[src/rtl/prj7620_cfg_seq.sv]
// PAJ7620 register-initialisation sequencer: walks the table, issues one I2C write per entry, retries NACKs.
// Optional delay-command entries (reg_addr 8'hFF) are enabled with `define PRJ7620_CFG_DELAY_EN.
module prj7620_cfg_seq #(
    parameter logic [6:0] DEV_ADDR  = 7'h73,
    parameter int          REG_NUM  = 51,
    parameter int          CNT_W    = 6,
    parameter int          GAP_CYC  = 1000,
    parameter int          MAX_RETRY = 3
) (
    input  logic             i2c_clk,
    input  logic             sys_rst,
    input  logic             cfg_start,
    input  logic [15:0]      tbl_data,
    output logic [CNT_W-1:0] tbl_idx,
    output logic [23:0]      cfg_data,
    output logic             i2c_start,
    input  logic             i2c_end,
    input  logic             i2c_ack_err,
    output logic             cfg_busy,
    output logic             cfg_done,
    output logic             cfg_err,
    output logic [CNT_W:0]   reg_num
);

    localparam int               GAP_W    = $clog2(GAP_CYC + 1);
    localparam logic [GAP_W-1:0] GAP_LAST = GAP_W'(GAP_CYC - 1);
    localparam logic [CNT_W-1:0] LAST_IDX = CNT_W'(REG_NUM - 1);
    localparam logic [3:0]       RETRY_MAX = 4'(MAX_RETRY);

    typedef enum logic [2:0] {
        S_IDLE,
        S_LOAD,
        S_ISSUE,
        S_WAIT,
        S_GAP,
        S_DONE,
        S_ERR
`ifdef PRJ7620_CFG_DELAY_EN
        , S_DELAY
`endif
    } state_t;

    state_t             state_q, state_d;
    logic [CNT_W-1:0]   tbl_idx_q, tbl_idx_d;
    logic [23:0]        cfg_data_q, cfg_data_d;
    logic [CNT_W:0]     reg_num_q, reg_num_d;
    logic [3:0]         retry_q, retry_d;
    logic [GAP_W-1:0]   gap_cnt_q, gap_cnt_d;
    logic               entry_ok;
`ifdef PRJ7620_CFG_DELAY_EN
    logic [17:0]        dly_cnt_q, dly_cnt_d;
`endif

    // NOTE: every always_comb output gets its default first, so no path can infer a latch.
    always_comb begin
        state_d    = state_q;
        tbl_idx_d  = tbl_idx_q;
        cfg_data_d = cfg_data_q;
        reg_num_d  = reg_num_q;
        retry_d    = retry_q;
        gap_cnt_d  = gap_cnt_q;
        entry_ok   = 1'b0;
`ifdef PRJ7620_CFG_DELAY_EN
        dly_cnt_d  = dly_cnt_q;
`endif

        case (state_q)
            S_IDLE, S_DONE, S_ERR: begin
                if (cfg_start) begin
                    state_d   = S_LOAD;
                    tbl_idx_d = '0;
                    reg_num_d = '0;
                    retry_d   = '0;
                end
            end
            S_LOAD: begin
`ifdef PRJ7620_CFG_DELAY_EN
                if (tbl_data[15:8] == 8'hFF) begin
                    state_d   = S_DELAY;
                    dly_cnt_d = '0;
                end else begin
                    cfg_data_d = {DEV_ADDR, 1'b0, tbl_data};
                    state_d    = S_ISSUE;
                end
`else
                cfg_data_d = {DEV_ADDR, 1'b0, tbl_data};
                state_d    = S_ISSUE;
`endif
            end
            S_ISSUE: state_d = S_WAIT;
            S_WAIT: begin
                if (i2c_end) begin
                    if (!i2c_ack_err) begin
                        entry_ok = 1'b1;
                    end else if (retry_q < RETRY_MAX) begin
                        retry_d   = retry_q + 1'b1;
                        gap_cnt_d = '0;
                        state_d   = S_GAP;
                    end else begin
                        state_d = S_ERR;
                    end
                end
            end
            S_GAP: begin
                if (gap_cnt_q == GAP_LAST) begin
                    state_d = S_LOAD;
                end else begin
                    gap_cnt_d = gap_cnt_q + 1'b1;
                end
            end
`ifdef PRJ7620_CFG_DELAY_EN
            // The table index is held here, so tbl_data still carries this entry's delay count.
            S_DELAY: begin
                if (dly_cnt_q == {tbl_data[7:0], 10'b0}) begin
                    entry_ok = 1'b1;
                end else begin
                    dly_cnt_d = dly_cnt_q + 1'b1;
                end
            end
`endif
            default: state_d = S_IDLE;
        endcase

        // Shared completion path for an acknowledged write or a finished delay entry.
        if (entry_ok) begin
            reg_num_d = reg_num_q + 1'b1;
            if (tbl_idx_q == LAST_IDX) begin
                state_d = S_DONE;
            end else begin
                tbl_idx_d = tbl_idx_q + 1'b1;
                retry_d   = '0;
                gap_cnt_d = '0;
                state_d   = S_GAP;
            end
        end
    end

    // NOTE: sequential state uses non-blocking assignments so all registers update together on the edge.
    always_ff @(posedge i2c_clk or posedge sys_rst) begin
        if (sys_rst) begin
            state_q    <= S_IDLE;
            tbl_idx_q  <= '0;
            cfg_data_q <= '0;
            reg_num_q  <= '0;
            retry_q    <= '0;
            gap_cnt_q  <= '0;
`ifdef PRJ7620_CFG_DELAY_EN
            dly_cnt_q  <= '0;
`endif
        end else begin
            state_q    <= state_d;
            tbl_idx_q  <= tbl_idx_d;
            cfg_data_q <= cfg_data_d;
            reg_num_q  <= reg_num_d;
            retry_q    <= retry_d;
            gap_cnt_q  <= gap_cnt_d;
`ifdef PRJ7620_CFG_DELAY_EN
            dly_cnt_q  <= dly_cnt_d;
`endif
        end
    end

    assign tbl_idx   = tbl_idx_q;
    assign cfg_data  = cfg_data_q;
    assign reg_num   = reg_num_q;
    assign i2c_start = (state_q == S_ISSUE);
    assign cfg_done  = (state_q == S_DONE);
    assign cfg_err   = (state_q == S_ERR);
    assign cfg_busy  = !(state_q inside {S_IDLE, S_DONE, S_ERR});

endmodule

[config.mk]
export PLATFORM = sky130hd
export DESIGN_NAME = prj7620_cfg_seq
export DESIGN_NICKNAME = d
export VERILOG_FILES = /design/src/rtl/prj7620_cfg_seq.sv
export SDC_FILE = /design/constraint.sdc
export NUM_CORES = 1
export LEC_CHECK = 0
export CORE_MARGIN = 5
export CORE_UTILIZATION = 45
export CTS_CLUSTER_SIZE = 8
export DETAILED_ROUTE_END_ITERATION = 12
export HOLD_SLACK_MARGIN = 0.1
export PLACE_DENSITY = 0.7
export RECOVER_POWER = 100
export SLEW_MARGIN = 25
export SYNTH_ARGS = -nofsm -noshare
export SYNTH_HDL_FRONTEND = slang
export SYNTH_SLANG_ARGS = --single-unit
[constraint.sdc]
create_clock -name i2c_clk -period 4.65 [get_ports i2c_clk]
set_input_delay 0.6975 -clock i2c_clk [delete_from_list [all_inputs] [get_ports i2c_clk]]
set_output_delay 0.6975 -clock i2c_clk [all_outputs]
set_load 0.005 [all_outputs]
==> out/metrics.json, run 1 <==
{
  "run_status": "finished, violations left",
  "failed_checks": "capacitance limit, slew limit",
  "detail_route.iter0.violations": 151,
  "worst_slew_pin_slew_ns": 2.057,
  "drt-pass1-iter-count": 4,
  "portbufs": 58,
  "netSwitchingPower_uw": 574.1,
  "placement_rows": 27,
  "fraction_of_the_core_area_covered_by_cells_at_the_end_of_the_flow_pct": 58.66,
  "class_of_the_tightest_hold_or_removal_check": "flip-flop to flip-flop",
  "dieArea_um2": 7086,
  "synth_ff_type": "sky130_fd_sc_hd__dfrtp_1",
  "internal_power_uw": 1084,
  "yosys_register_bits": 47,
  "asyncSetResetFlopFracSynth_pct": 100.0,
  "drv_cap": 1,
  "final_net_count": 323,
  "clock_tree.buffer_depth": 2,
  "worst-path-max-fanout": 12,
  "synth.cell_area_um2": 2476,
  "clk-insertion-delay-late_ns": 0.30,
  "clock_tree_from_tritoncts": "done",
  "yosys_warnings": 0,
  "worst_hold_start": "cfg_data[8]$_DFFE_PP0N_",
  "first_global_vias": 1897,
  "grt_pass1_wl_mm": 9.080,
  "routed_wl_mm": 5.603,
  "timing_max_transition_violations_final": 48,
  "cellPowerDensity_nw_per_um2": 519.7,
  "cp_data_required_time_ns": 3.95,
  "drt-wirelength-per-cell_um": 15.18,
  "antennaDiodeCount": 0,
  "number_of_gates_given_a_new_drive_strength_after_cts": 0,
  "layout_setup_ws_ns": 1.949,
  "start_kind": "flip-flop",
  "clkSinkCount": 47,
  "flow.area_growth_from_synthesis_pct": 28.85,
  "worst_reg2reg_startpoint": "state_q[2]$_DFFE_PP0P_",
  "worst_setup_path_end_kind": "output pin",
  "dieWidth_um": 84.18,
  "totalNegativeSetupSlack_ns": 0,
  "max-vdd-ir-drop_uv": 293.5,
  "sequential_share_of_the_synthesized_area_pct": 47.50,
  "starting_density_of_the_core_pct": 45.53,
  "tritoncts.num_buffers": 5,
  "synthesis.area_per_instance_um2": 10.19,
  "synth-edff-count": 0,
  "detailroute.via_count": 2069,
  "finalSetupViolCount": 0,
  "post_cts_buffers": 0,
  "max_freq_mhz": 370.2,
  "slew_headroom_pct": -37.91,
  "final_hold_viol_count": 0,
  "swShare_pct": 34.63,
  "comb_power_share_pct": 40.4,
  "place_worst_setup_slack_ns": 1.802,
  "level_count_of_the_clock_h_tree": 2,
  "skew_ns": 0.005037,
  "top_level_ports": 62,
  "clkTransAtPathRegs_ns": 0.09,
  "finalHoldWorstSlack_ns": 0.5040,
  "yosys.cell_types.count": 50,
  "static-leakage-power_uw": 0.001349,
  "timing_worst_setup_path_type": "flip-flop to output pin",
  "worstPathArrival_ns": 2.00,
  "buffer_type_at_the_clock_tree_root": "sky130_fd_sc_hd__clkbuf_8",
  "fin_crit_sh_pct": 58.09,
  "netlist_instances": 243,
  "rsz0062_at_grt": "no",
  "worst_setup_path_startpoint": "state_q[1]$_DFFE_PP0P_",
  "gr-usage-all-layers_pct": 15.75,
  "final_period_minus_worst_setup_slack_ns": 2.701,
  "gp_congestion": 0.8624,
  "core_area_um2": 5439,
  "drive_above_1_share_pct": 10.44,
  "viasPerCell": 5.607,
  "maximum_number_of_pins_on_one_net_before_global_route_repair": 48,
  "die_height_um": 84.18,
  "postRouteAntennaNets": 0,
  "seq_power_share_pct": 40.4,
  "grt_overflow_total": 0,
  "drc": 0,
  "cts_hold_buffers": 0,
  "antenna_violations_before_repair": 0,
  "detailed_place_hpwl_mm": 4.081,
  "clock_power_share_pct": 19.2
}
## metal layers
layer,vias to the layer above,wire (µm),track usage [%]
li1,991,-,-
met1,999,2497,21.73
met2,73,2692,25.04
met3,6,372,4.318
met4,0,39,3.216
met5,-,0,0
## final cells by class
cell class | instances | area, µm²
multi-input combinational | 174 | 1184
tap | 72 | 90.09
inverter | 9 | 35.03
fill | 472 | 2248
sequential | 47 | 1176
clock inverter | 2 | 38.79
clock buffer | 6 | 82.58
timing repair buffer | 59 | 584.3
## final timing paths
path | endpoint | slack [ns] | cells past startpoint
min in group asynchronous | gap_cnt_q[6]$_DFF_PP0_ | 1.38 | 2
worst max register to register | retry_q[1]$_DFF_PP0_ | 2.29 | 4
max in group asynchronous | gap_cnt_q[5]$_DFF_PP0_ | 2.34 | 2
worst max-delay path | cfg_busy | 1.95 | 3
worst min-delay path | cfg_data[8]$_DFFE_PP0N_ | 0.50 | 1
worst min register to register | cfg_data[8]$_DFFE_PP0N_ | 0.50 | 1
## power groups by stage
stage,clock network [µW],logic (µW),registers (µW)
detailed placement,0,718,682
CTS,328,720,674
global placement,0,713,676
floorplan,0,444,638
finish,319,670,669
global route,347,733,697
## stage by stage
step                std cells  total power, µW  area (µm²)
floorplan                 245             1082        2484
global placement          361             1390        3072
detailed placement        361             1400        3072
CTS                       369             1722        3193
global route              369             1777        3191
finish                    369             1658        3191
## cell usage in the layout (no fill, tap or decap), types with 7 or more instances in the layout
cell type / Yosys / final
sky130_fd_sc_hd__a21oi_1: 15 / 15
sky130_fd_sc_hd__a31oi_1: 8 / 8
sky130_fd_sc_hd__clkdlybuf4s50_1: 0 / 17
sky130_fd_sc_hd__dfrtp_1: 47 / 47
sky130_fd_sc_hd__dlygate4sd3_1: 0 / 41
sky130_fd_sc_hd__inv_1: 9 / 8
sky130_fd_sc_hd__mux2_2: 17 / 17
sky130_fd_sc_hd__nand2_1: 19 / 19
sky130_fd_sc_hd__nand3_1: 8 / 8
sky130_fd_sc_hd__nor2_1: 14 / 14
sky130_fd_sc_hd__nor3_1: 7 / 7
sky130_fd_sc_hd__o211ai_1: 7 / 7
sky130_fd_sc_hd__o21ai_0: 6 / 7
## registers in the layout, indices dropped and copies added (netlist names)
name / flops
cfg_data: 17
gap_cnt_q: 10
tbl_idx: 6
reg_num: 7
state_q: 3
retry_q: 4
## cell usage after synthesis, drive strengths merged, types with 2 or more instances
| cell type | instances | area, µm² |
|---|---|---|
| nand2b | 4 | 25.02 |
| nor3 | 7 | 35.03 |
| ha | 5 | 62.56 |
| nand3b | 3 | 22.52 |
| buf | 11 | 75.07 |
| o211ai | 7 | 52.55 |
| xor2 | 2 | 17.52 |
| nor3b | 2 | 15.01 |
| a31oi | 8 | 50.05 |
| or4 | 2 | 15.01 |
| nor2 | 14 | 52.55 |
| and4 | 4 | 35.03 |
| mux2i | 2 | 20.02 |
| a21oi | 15 | 75.07 |
| or2 | 3 | 18.77 |
| mux2 | 17 | 191.4 |
| dfrtp | 47 | 1176 |
| o21a | 3 | 22.52 |
| inv | 9 | 33.78 |
| nand3 | 8 | 40.04 |
| or3 | 5 | 36.28 |
| and3 | 3 | 18.77 |
| xnor2 | 2 | 17.52 |
| clkbuf | 4 | 15.01 |
| o22ai | 6 | 37.54 |
| nand2 | 19 | 71.32 |
| o21ai | 7 | 35.03 |
| nand4 | 4 | 25.02 |
| a41oi | 2 | 17.52 |
## worst max-delay path, cell delays in order, from the launching register on
cell                            delay, ns
sky130_fd_sc_hd__dfrtp_1             0.58
sky130_fd_sc_hd__and3b_1             0.24
sky130_fd_sc_hd__a21oi_1             0.27
sky130_fd_sc_hd__dlygate4sd3_1       0.62
## cell families (layout without fill, tap and decap cells)
logic type                 Yosys count  in the layout  synth area share [%]
adders and majority gates            6              6                 3.335
buffers and inverters               24             76                 5.002
xor gates and xnor gates             4              4                 1.415
and+or+nand+nor                     84             84                 18.80
DFF                                 47             47                 47.50
muxes                               19             19                 8.540
AOI/OAI and AO/OA                   58             58                 15.26
other                                1              3                0.1514
Note: power is estimated with default switching activity, not from simulation.
==> inputs of run 2 (changes only) <==
CORE_UTILIZATION = 44   (was 45)
PLACE_DENSITY = 0.72   (was 0.7)
clock period = 2.3 ns   (was 4.65 ns; I/O delays follow)
==> out/metrics.json, run 2 (same netlist as run 1, synthesis figures left out) <==
{
  "largest_reg_flops": {"value": 17, "change": "unchanged"},
  "fin_crit_sh_pct": 96.09,
  "clock_tree_from_tritoncts": {"value": "done", "change": "unchanged"},
  "comb_power_share": {"value": 43.0, "unit": "%", "change": "was 40.4%"},
  "dieWidth": {"value": 85.02, "unit": "µm", "change": "was 84.18 µm"},
  "placement_rows": {"value": 27, "change": "unchanged"},
  "cp_data_required_time": {"value": 1.96, "unit": "ns", "change": "was 3.95 ns"},
  "antenna_violations_before_repair": {"value": 0, "change": "unchanged"},
  "clkTransAtPathRegs": {"value": 0.08, "unit": "ns", "change": "was 0.09 ns"},
  "class_of_the_tightest_hold_or_removal_check": {"value": "flip-flop to flip-flop", "change": "unchanged"},
  "viasPerCell": {"value": 5.495, "change": "was 5.607"},
  "cp_max_stage_cell": {"value": "sky130_fd_sc_hd__clkdlybuf4s50_1", "change": "was sky130_fd_sc_hd__dlygate4sd3_1"},
  "worst-path-max-fanout": {"value": 7, "change": "was 12"},
  "internal_power": {"value": 2197, "unit": "µW", "change": "was 1084 µW"},
  "netSwitchingPower": {"value": 1201, "unit": "µW", "change": "was 574.1 µW"},
  "die_height": {"value": 85.02, "unit": "µm", "change": "was 84.18 µm"},
  "rsz0062_at_grt": {"value": "no", "change": "unchanged"},
  "top_level_ports": {"value": 62, "change": "unchanged"},
  "maximum_number_of_pins_on_one_net_before_global_route_repair": {"value": 26, "change": "was 48"},
  "clock_tree.buffer_depth": {"value": 2, "change": "unchanged"},
  "run_status": {"value": "completed", "change": "was finished, violations left"},
  "worst_slew_pin_slew": {"value": 0.8475, "unit": "ns", "change": "was 2.057 ns"},
  "grt_use_met2": {"value": 27.05, "unit": "%", "change": "was 25.04%"},
  "layout_commonest_cell": {"value": "sky130_fd_sc_hd__dfrtp_1", "change": "unchanged"},
  "worstPathArrival": {"value": 1.86, "unit": "ns", "change": "was 2.00 ns"},
  "starting_density_of_the_core": {"value": 45.24, "unit": "%", "change": "was 45.53%"},
  "flow.area_growth_from_synthesis": {"value": 30.37, "unit": "%", "change": "was 28.85%"},
  "grt_pass1_wl": {"value": 9.887, "unit": "mm", "change": "was 9.080 mm"},
  "skew": {"value": 0.01010, "unit": "ns", "change": "was 0.005037 ns"},
  "grt.met1_usage": {"value": 23.40, "unit": "%", "change": "was 21.73%"},
  "gp_congestion": {"value": 0.9017, "change": "was 0.8624"},
  "mostFrequentLayoutCells": {"value": "sky130_fd_sc_hd__dfrtp_1 (46), sky130_fd_sc_hd__dlygate4sd3_1 (36), sky130_fd_sc_hd__clkdlybuf4s50_1 (22)", "change": "was sky130_fd_sc_hd__dfrtp_1 (47), sky130_fd_sc_hd__dlygate4sd3_1 (41), sky130_fd_sc_hd__nand2_1 (19)"},
  "dieArea": {"value": 7228, "unit": "µm²", "change": "was 7086 µm²"},
  "clkSinkCount": {"value": 47, "change": "unchanged"},
  "crit_buf_inv": {"value": 2, "change": "was 1"},
  "seq_power_share": {"value": 39.3, "unit": "%", "change": "was 40.4%"},
  "final_period_minus_worst_setup_slack_ns": 2.210,
  "final_hold_viol_count": {"value": 0, "change": "unchanged"},
  "detail_route.iter0.violations": {"value": 122, "change": "was 151"},
  "static-leakage-power": {"value": 0.001369, "unit": "µW", "change": "was 0.001349 µW"},
  "routed_wl": {"value": 5.928, "unit": "mm", "change": "was 5.603 mm"},
  "busiest_layer": {"value": "met2", "change": "unchanged"},
  "max-vdd-ir-drop": {"value": 517.6, "unit": "µV", "change": "was 293.5 µV"},
  "detailroute.via_count": {"value": 2077, "change": "was 2069"},
  "cellPowerDensity": {"value": 1053, "unit": "nW/µm²", "change": "was 519.7 nW/µm²"},
  "start_kind": {"value": "flip-flop", "change": "unchanged"},
  "level_count_of_the_clock_h_tree": {"value": 2, "change": "unchanged"},
  "grt_overflow_total": {"value": 0, "change": "unchanged"},
  "swShare": {"value": 35.33, "unit": "%", "change": "was 34.63%"},
  "critical-path-max-stage-delay": {"value": 0.57, "unit": "ns", "change": "was 0.62 ns"},
  "post_cts_buffers": {"value": 0, "change": "unchanged"},
  "cp_top_family": {"value": "buffers and inverters", "change": "unchanged"},
  "timing_worst_setup_path_type": {"value": "flip-flop to output pin", "change": "unchanged"},
  "finalSetupViolCount": {"value": 0, "change": "unchanged"},
  "postRouteAntennaNets": {"value": 0, "change": "unchanged"},
  "drive_above_1_share": {"value": 12.42, "unit": "%", "change": "was 10.44%"},
  "buffer_type_at_the_clock_tree_root": {"value": "sky130_fd_sc_hd__clkbuf_8", "change": "unchanged"},
  "timing.reg2reg.setup_slack": {"value": 0.15, "unit": "ns", "change": "was 2.29 ns"},
  "critical_path_cell_sequence": {"value": "inv_1, nor3_1, clkdlybuf4s50_1", "change": "was and3b_1, a21oi_1, dlygate4sd3_1"},
  "finalHoldWorstSlack": {"value": 0.5024, "unit": "ns", "change": "was 0.5040 ns"},
  "clk-insertion-delay-late": {"value": 0.30, "unit": "ns", "change": "about the same"},
  "slew_headroom": {"value": 43.44, "unit": "%", "change": "was -37.91%"},
  "tritoncts.num_buffers": {"value": 5, "change": "unchanged"},
  "core_area": {"value": 5473, "unit": "µm²", "change": "was 5439 µm²"},
  "drv_cap": {"value": 0, "change": "was 1"},
  "detailed_place_hpwl": {"value": 4.495, "unit": "mm", "change": "was 4.081 mm"},
  "timing_max_transition_violations_final": {"value": 0, "change": "was 48"},
  "final_net_count": {"value": 332, "change": "was 323"},
  "antennaDiodeCount": {"value": 0, "change": "unchanged"},
  "gr-usage-all-layers": {"value": 16.84, "unit": "%", "change": "was 15.75%"},
  "drt-pass1-iter-count": {"value": 4, "change": "unchanged"},
  "max_freq_mhz": 452.5,
  "worst_setup_path_end_kind": {"value": "output pin", "change": "unchanged"},
  "first_global_vias": {"value": 2003, "change": "was 1897"},
  "drc": {"value": 0, "change": "unchanged"},
  "clock_power_share": {"value": 17.7, "unit": "%", "change": "was 19.2%"},
  "use_met3": {"value": 2.913, "unit": "%", "change": "was 4.318%"},
  "totalNegativeSetupSlack": {"value": 0, "unit": "ns", "change": "unchanged"},
  "portbufs": {"value": 58, "change": "unchanged"},
  "drt-wirelength-per-cell": {"value": 15.68, "unit": "µm", "change": "was 15.18 µm"}
}
## run 2: cell types whose count changed in the layout (fill, tap and decap cells not counted), moves of 2 or more
| cell | previous run | this run |
|---|---|---|
| sky130_fd_sc_hd__buf_4 | 0 | 2 |
| sky130_fd_sc_hd__clkbuf_1 | 1 | 5 |
| sky130_fd_sc_hd__clkbuf_2 | 0 | 3 |
| sky130_fd_sc_hd__clkdlybuf4s50_1 | 17 | 22 |
| sky130_fd_sc_hd__dlygate4sd3_1 | 41 | 36 |
| sky130_fd_sc_hd__or2_0 | 2 | 0 |
| sky130_fd_sc_hd__or2_2 | 1 | 3 |
## run 2: timing repair
action / in CTS / in global routing
gates resized for setup: 1 / 1
hold endpoints to repair: 0 / 0
hold buffers: 0 / 0
setup endpoints to repair: 1 / 1
## run 2: cell type report
class	count	area (µm²)
tap	72	90.09
multi-input combinational	174	1185
clock inverter	3	43.79
inverter	9	33.78
clock buffer	5	68.82
timing repair buffer	68	629.4
fill	451	2245
sequential	47	1177
## run 2: path summary, 6_finish.rpt
| kind | endpoint | cells after the start | start |
|---|---|---|---|
| setup / recovery | i2c_start | 3 | state_q[1]$_DFFE_PP0P_ |
| hold / removal | cfg_data[14]$_DFFE_PP0N_ | 1 | cfg_data[14]$_DFFE_PP0N_ |
| setup reg to reg | gap_cnt_q[9]$_DFF_PP0_ | 5 | state_q[0]$_DFFE_PP0P_ |
| hold reg to reg | cfg_data[14]$_DFFE_PP0N_ | 1 | cfg_data[14]$_DFFE_PP0N_ |
| max in group asynchronous | tbl_idx[2]$_DFF_PP0_ | 3 | sys_rst |
| min in group asynchronous | cfg_data[0]$_DFFE_PP0N_ | 2 | sys_rst |
## run 2: routing by layer
metal  wire length, µm  vias up
met5                 0        -
met4                53        0
met3               342        4
met2              2918       55
met1              2614     1006
li1                  -     1012
## run 2: metrics by stage
stage / power, µW / cells / util (%) / setup WS, ns / area [µm²]
5_1_grt: 3641 / 378 / 58.98 / 0.01570 / 3228
3_5_place_dp: 2922 / 370 / 57.59 / 0.1814 / 3152
2_1_floorplan: 2188 / 245 / - / 0.3794 / 2484
3_3_place_gp: 2867 / 370 / 57.59 / 0.2063 / 3152
6_report: 3398 / 378 / 58.98 / 0.09004 / 3228
4_1_cts: 3534 / 378 / 59.67 / 0.04788 / 3266
## run 2: power groups by stage
stage / registers [µW] / clock network, µW / logic, µW
floorplan: 1290 / 0 / 897
detailed placement: 1360 / 0 / 1560
global route: 1380 / 655 / 1600
global placement: 1340 / 0 / 1530
finish: 1340 / 601 / 1460
CTS: 1340 / 623 / 1570
## run 2: worst reg2reg max path, stage by stage, from the launching register on
cell	delay [ns]
sky130_fd_sc_hd__dfrtp_1	0.44
sky130_fd_sc_hd__clkbuf_1	0.24
sky130_fd_sc_hd__or3b_1	0.51
sky130_fd_sc_hd__or3_4	0.44
sky130_fd_sc_hd__or3_1	0.32
sky130_fd_sc_hd__a21oi_1	0.15
